## src/rtl/mem_arb_pkg.sv

```systemverilog
// Shared types and constants for the memory arbiter and its fill sequencer.
// A block is 8 halfword-aligned 16-bit words; the base is the address above the 4 offset bits.
package mem_arb_pkg;

  localparam int WORDS_PER_BLOCK   = 8;
  localparam int MEM_LATENCY       = 4;
  localparam int BLOCK_OFFSET_BITS = 4;
  localparam int WORD_IDX_W        = 3;
  localparam int ADDR_W            = 16;
  localparam int DATA_W            = 16;
  localparam int BASE_W            = ADDR_W - BLOCK_OFFSET_BITS;

  typedef enum logic [1:0] {
    IDLE    = 2'd0,
    I_FILL  = 2'd1,
    D_FILL  = 2'd2,
    D_WRITE = 2'd3
  } arb_state_e;

  function automatic logic [ADDR_W-1:0] word_addr(input logic [BASE_W-1:0]     base,
                                                  input logic [WORD_IDX_W-1:0] idx);
    return {base, idx, 1'b0};
  endfunction

endpackage

```

## src/rtl/mem_fill_seq.sv

```systemverilog
// Block-fill sequencer: issues one read per cycle for a block and counts returned words.
// Shared by I and D fills; start_i reloads the base and clears both counters.
module mem_fill_seq
  import mem_arb_pkg::*;
(
  input  logic                  clk,
  input  logic                  rst,
  input  logic                  start_i,
  input  logic                  active_i,
  input  logic [BASE_W-1:0]     base_i,
  input  logic                  data_valid_i,
  output logic                  issue_o,
  output logic [ADDR_W-1:0]     addr_o,
  output logic                  recv_o,
  output logic [WORD_IDX_W-1:0] word_o,
  output logic                  last_o
);

  // ic_q carries one extra bit so "all reads issued" is simply its MSB.
  logic [WORD_IDX_W:0]   ic_q, ic_d;
  logic [WORD_IDX_W-1:0] rc_q, rc_d;
  logic [BASE_W-1:0]     base_q, base_d;

  assign issue_o = active_i && !ic_q[WORD_IDX_W];
  assign addr_o  = word_addr(base_q, ic_q[WORD_IDX_W-1:0]);
  assign recv_o  = active_i && data_valid_i;
  assign word_o  = rc_q;
  assign last_o  = recv_o && (rc_q == WORD_IDX_W'(WORDS_PER_BLOCK - 1));

  always_comb begin
    ic_d   = ic_q;
    rc_d   = rc_q;
    base_d = base_q;
    if (start_i) begin
      ic_d   = '0;
      rc_d   = '0;
      base_d = base_i;
    end else begin
      if (issue_o) ic_d = ic_q + 1'b1;
      // The 3-bit receive counter wraps to 0 on the last word, leaving it ready for the next fill.
      if (recv_o)  rc_d = rc_q + 1'b1;
    end
  end

  always_ff @(posedge clk) begin
    if (rst) begin
      ic_q   <= '0;
      rc_q   <= '0;
      base_q <= '0;
    end else begin
      ic_q   <= ic_d;
      rc_q   <= rc_d;
      base_q <= base_d;
    end
  end

endmodule

```

## src/rtl/mem_arbiter.sv

```systemverilog
// Arbitrates the single memory port between I-fill, D-fill and D write-through.
// Grant is registered in IDLE; fills take 12 cycles to done, stores 1 cycle; stalls are combinational.
module mem_arbiter
  import mem_arb_pkg::*;
(
  input  logic                  clk,
  input  logic                  rst,
  input  logic                  icache_miss,
  input  logic [ADDR_W-1:0]     icache_miss_addr,
  input  logic                  dcache_miss,
  input  logic [ADDR_W-1:0]     dcache_miss_addr,
  input  logic                  dcache_wr,
  input  logic [ADDR_W-1:0]     dcache_wr_addr,
  input  logic [DATA_W-1:0]     dcache_wr_data,
  input  logic [DATA_W-1:0]     mem_data_out,
  input  logic                  mem_data_valid,
  output logic                  mem_enable,
  output logic                  mem_wr,
  output logic [ADDR_W-1:0]     mem_addr,
  output logic [DATA_W-1:0]     mem_data_in,
  output logic [DATA_W-1:0]     fill_data,
  output logic [WORD_IDX_W-1:0] fill_word,
  output logic                  ifill_we,
  output logic                  dfill_we,
  output logic                  ifill_done,
  output logic                  dfill_done,
  output logic                  dwr_done,
  output logic                  if_stall,
  output logic                  mem_stall
);

  arb_state_e state_q, state_d;
  logic       i_wait_q, i_wait_d;

  logic                  fill_start;
  logic                  fill_active;
  logic [BASE_W-1:0]     fill_base;
  logic                  seq_issue;
  logic [ADDR_W-1:0]     seq_addr;
  logic                  seq_recv;
  logic [WORD_IDX_W-1:0] seq_word;
  logic                  seq_last;

  logic unused_offset_bits;
  assign unused_offset_bits = ^{icache_miss_addr[BLOCK_OFFSET_BITS-1:0],
                                dcache_miss_addr[BLOCK_OFFSET_BITS-1:0]};

  assign fill_active = (state_q == I_FILL) || (state_q == D_FILL);

  mem_fill_seq u_fill_seq (
    .clk          (clk),
    .rst          (rst),
    .start_i      (fill_start),
    .active_i     (fill_active),
    .base_i       (fill_base),
    .data_valid_i (mem_data_valid),
    .issue_o      (seq_issue),
    .addr_o       (seq_addr),
    .recv_o       (seq_recv),
    .word_o       (seq_word),
    .last_o       (seq_last)
  );

  always_ff @(posedge clk) begin
    if (rst) begin
      state_q  <= IDLE;
      i_wait_q <= 1'b0;
    end else begin
      state_q  <= state_d;
      i_wait_q <= i_wait_d;
    end
  end

  always_comb begin
    state_d     = state_q;
    fill_start  = 1'b0;
    fill_base   = '0;
    mem_enable  = 1'b0;
    mem_wr      = 1'b0;
    mem_addr    = '0;
    mem_data_in = '0;
    fill_data   = '0;
    fill_word   = '0;
    ifill_we    = 1'b0;
    dfill_we    = 1'b0;
    ifill_done  = 1'b0;
    dfill_done  = 1'b0;
    dwr_done    = 1'b0;

    case (state_q)
      IDLE: begin
        // A starved I-miss beats any D-side request once it has been passed over.
        if (i_wait_q && icache_miss) state_d = I_FILL;
        else if (dcache_miss)        state_d = D_FILL;
        else if (dcache_wr)          state_d = D_WRITE;
        else if (icache_miss)        state_d = I_FILL;
        fill_start = (state_d == I_FILL) || (state_d == D_FILL);
        fill_base  = (state_d == I_FILL) ? icache_miss_addr[ADDR_W-1:BLOCK_OFFSET_BITS]
                                         : dcache_miss_addr[ADDR_W-1:BLOCK_OFFSET_BITS];
      end
      I_FILL, D_FILL: begin
        mem_enable = seq_issue;
        if (seq_issue) mem_addr = seq_addr;
        if (seq_recv) begin
          fill_data = mem_data_out;
          fill_word = seq_word;
        end
        ifill_we   = seq_recv && (state_q == I_FILL);
        dfill_we   = seq_recv && (state_q == D_FILL);
        ifill_done = seq_last && (state_q == I_FILL);
        dfill_done = seq_last && (state_q == D_FILL);
        if (seq_last) state_d = IDLE;
      end
      D_WRITE: begin
        mem_enable  = 1'b1;
        mem_wr      = 1'b1;
        mem_addr    = dcache_wr_addr;
        mem_data_in = dcache_wr_data;
        dwr_done    = 1'b1;
        state_d     = IDLE;
      end
      default: state_d = IDLE;
    endcase
  end

  always_comb begin
    i_wait_d = i_wait_q;
    if ((dfill_done || dwr_done) && icache_miss) i_wait_d = 1'b1;
    if ((state_q == IDLE) && (state_d == I_FILL)) i_wait_d = 1'b0;
  end

  assign if_stall  = icache_miss && !ifill_done;
  assign mem_stall = (dcache_miss && !dfill_done) || (dcache_wr && !dwr_done);

endmodule

```

## config.mk

```make
export PLATFORM = sky130hd
export DESIGN_NAME = mem_arbiter
export DESIGN_NICKNAME = d
export VERILOG_FILES = /design/src/rtl/mem_arb_pkg.sv /design/src/rtl/mem_fill_seq.sv /design/src/rtl/mem_arbiter.sv
export SDC_FILE = /design/constraint.sdc
export NUM_CORES = 1
export LEC_CHECK = 0
export ABC_AREA = 1
export CAP_MARGIN = 40
export CORE_AREA = 10 10 91 77
export CTS_BUF_LIST = sky130_fd_sc_hd__clkbuf_4 sky130_fd_sc_hd__clkbuf_8
export DETAILED_ROUTE_END_ITERATION = 12
export DIE_AREA = 0 0 101 87
export GPL_ROUTABILITY_DRIVEN = 0
export PLACE_DENSITY = 0.86
export SYNTH_ARGS = -nofsm -noshare
export SYNTH_HDL_FRONTEND = slang
export SYNTH_HIERARCHICAL = 1
export SYNTH_SLANG_ARGS = --single-unit
export TNS_END_PERCENT = 50
```

## constraint.sdc

```tcl
create_clock -name clk -period 3.1 [get_ports clk]
set_input_delay 0.465 -clock clk [delete_from_list [all_inputs] [get_ports clk]]
set_output_delay 0.465 -clock clk [all_outputs]
set_load 0.01 [all_outputs]
```

==> summary.txt <==
Status
  • Outcome: complete, no violations

Worst setup path
  • Worst Path Arrival: 2.39 ns
  • CP required: ~2.6 ns
  • CP startpoint kind: flop
  • CP Class: flop to primary output
  • Max FO, Critical Path: 19
  • Crit. End Element: primary output
  • R2r setup slk: between 1 and 1.5 ns
  • Reg2Reg Depth: 8

Global routing
  • M1 GR Usage: ~17%
  • Overflow after GRT: 0
  • Vias in the first global route: between 2000 and 2500
  • Global-route usage over all layers: 14.4%
  • GRT met2 Usage: 24.9%
  • Met3 Track Usage GR: 3.97%
  • Busiest layer in global routing: met2
  • First-pass GRT wire length: between 10 and 15 mm
  • Initial antenna violation count: 0
  • Largest net degree at the start of global routing: 32

Drt
  • Vias per cell: ~4.6
  • Vias: about 2300
  • Final WL: about 6.8 mm
  • Post-route DRC violation count: 0
  • Post-DRT Antenna Nets: 0
  • WL/cell: around 13 um
  • 1st-pass router iterations: 4
  • DR iter-0 viols: 158

STA
  • Fmax: between 300 and 400 MHz
  • Minimum clock period: about 2.9 ns
  • Final hold violation count: 0
  • Tightest Pin Transition: between 0.5 and 0.6 ns
  • Final setup vio count: 0
  • Max_slew headroom: 62.6%
  • Fin Setup TNS: 0 ns
  • Final slew viol count: 0
  • Layout Skew: between 0.002 and 0.003 ns
  • Final Cycle Share: between 90% and 100%
  • RSZ-0062 raised after global routing: false

Die
  • Die ar.: 8790 um2
  • Core area: roughly 5300 um2
  • Die Y: just under 90 um
  • I/O pin cnt: between 100 and 150
  • Starting Density: 35.4%
  • Rows: 24
  • Die width: between 100 and 150 um

Placement
  • HPWL after DPL: approximately 5.6 mm
  • Dpl cells: 509
  • Port-buffer cells: 137

Clock tree
  • CTS tree: done
  • Root Driver: clkbuf_8
  • Clock Sinks: 22
  • Htree depth: 1
  • Postcts setup bufs: 0
  • TritonCTS Buffers: 3
  • Clk Latency, worst-skew pair: about 0.27 ns
  • Maximum clock insertion buffer count: 2
  • Reg clk slew, reported paths: roughly 0.08 ns
  • Post-CTS Hold Fix Bufs: 0

Synth
  • YS warnings: 6
  • Mapped Cells: 326
  • Most frequent cells after synthesis: nand2_1, nor2_1, inv_1
  • Mapped Nets: about 420
  • Fraction of registers with async set or reset after synthesis: 0%
  • Top_reg_cell synth: dfxtp_1
  • Ranking of synthesized cells by area: dfxtp_1, nand2_1, nor2_1
  • Mapped Avg Cell Area: roughly 5.7 um2
  • Yosys cell types: 21
  • Sequential fraction of the synthesis area: 23.7%
  • Cell with the most instances after synthesis: nand2_1
  • Synthesized area: around 1900 um2
  • #FFs+latches synth: 22
  • Post-synth top area cell: dfxtp_1
  • Post-synth EDFFs: 0
  • Synth top area share: about a quarter

Power
  • P per Cell Area: between 200 and 300 nW/um2
  • Worst VDD drop: between 0.00015 and 0.0002 V
  • Total leakage power: between 1 and 1.5 nW

Run
  • Maxcap violations: 0

Finish
  • N_diodes: 0
  • Layout cells sized above 1: 3.13%
  • Final #Nets: 544
  • P&R area growth vs syn: 74.6%
  • Final std cells w/o fill: approximately 510

Worst hold path
  • Worst Hold Path Cells: 2
  • Hold WC Path Type: flop to flop
[worst paths after layout]
path / end / start
max: mem_addr[15] / state_q[1]
max reg2reg: u_fill_seq/word_o[2] / state_q[1]
min reg2reg: u_fill_seq/base_q[9] / u_fill_seq/base_q[9]
min: u_fill_seq/base_q[9] / u_fill_seq/base_q[9]
[per-layer routing]
| metal | vias to the layer above | part of all wire (%) |
|---|---|---|
| li1 | 1224 | - |
| met1 | 1014 | 41 |
| met2 | 105 | 47 |
| met3 | 4 | 10 |
| met4 | 0 | 0.93 |
| met5 | - | 0 |
[critical path, stage by stage, from the launching register on]
cell	delay [ns]
dfxtp_1	0.43
inv_1	0.13
ha_4	0.34
inv_1	0.07
nor2_2	0.07
buf_4	0.23
nand3_1	0.11
a21oi_1	0.16
clkdlybuf4s50_1	0.57
[per-stage QoR]
step / area, um2 / utilization (%) / setup WS (ns) / hold WS (ns) / total power [W]
final: 3250 / 61.8 / 0.246 / 0.467 / 0.000921
after global routing: 3250 / 61.8 / 0.0919 / 0.493 / 0.000982
after CTS: 3240 / 61.6 / 0.116 / 0.465 / 0.000916
after detailed placement: 3180 / 60.5 / 0.411 / 0.454 / 0.000708
after global placement: 3180 / 60.5 / 0.465 / 0.449 / 0.000700
after floorplan: 1860 / - / 1.00 / 0.435 / 0.000549
[power breakdown]
| part | leakage, nW | switching [W] | internal (W) |
|---|---|---|---|
| Clock | 0.0288 | 0.0000949 | 0.000113 |
| Sequential | 0.180 | 0.0000185 | 0.000308 |
| Combinational | 1.27 | 0.000194 | 0.000193 |
| Total | 1.48 | 0.000308 | 0.000614 |
[cell families (layout without fill, tap and decap cells)]
| family | count (synthesis) | in the layout | share of synthesized area [%] |
|---|---|---|---|
| AND/OR/NAND/NOR | 162 | 162 | 35.2 |
| XOR/XNOR | 2 | 2 | 0.942 |
| other | 1 | 1 | 0.202 |
| AO/OA/AOI/OAI | 49 | 49 | 13.4 |
| adder cells (fa/ha/maj) | 9 | 9 | 6.05 |
| buffers and inverters | 81 | 203 | 20.4 |
| flip-flops | 22 | 22 | 23.7 |
[flip-flops by register name (all words and copies together) (netlist names)]
name and cells:
i_wait_q 1, u_fill_seq/base_q 12, state_q 2, u_fill_seq/word_o 3, u_fill_seq/ic_q 4
[placed cells by master (no fill, tap or decap), drive strengths merged]
cell	n
a21oi	32
inv	58
nor2	61
buf	4
nand3	23
o21bai	2
clkbuf	4
xor2	2
clkdlybuf4s50	137
conb	1
nand2	76
dfxtp	22
nand4	2
ha	9
o21ai	15
[cell type report]
type                    count  area, um2
inverters                  58        218
well taps                  65       81.3
repair buffers            141       1400
flip-flops and latches     22        442
fillers                   485       2010
multi-input cells         223       1050
clock buffers               4       55.1
[what timing repair did]
| item | 4_1_cts | 5_1_grt |
|---|---|---|
| hold endpoints to repair | 0 | 0 |
| setup endpoints to repair | 0 | 35 |
| gates resized for setup | 0 | 3 |
(Power assumes the default switching activity.)
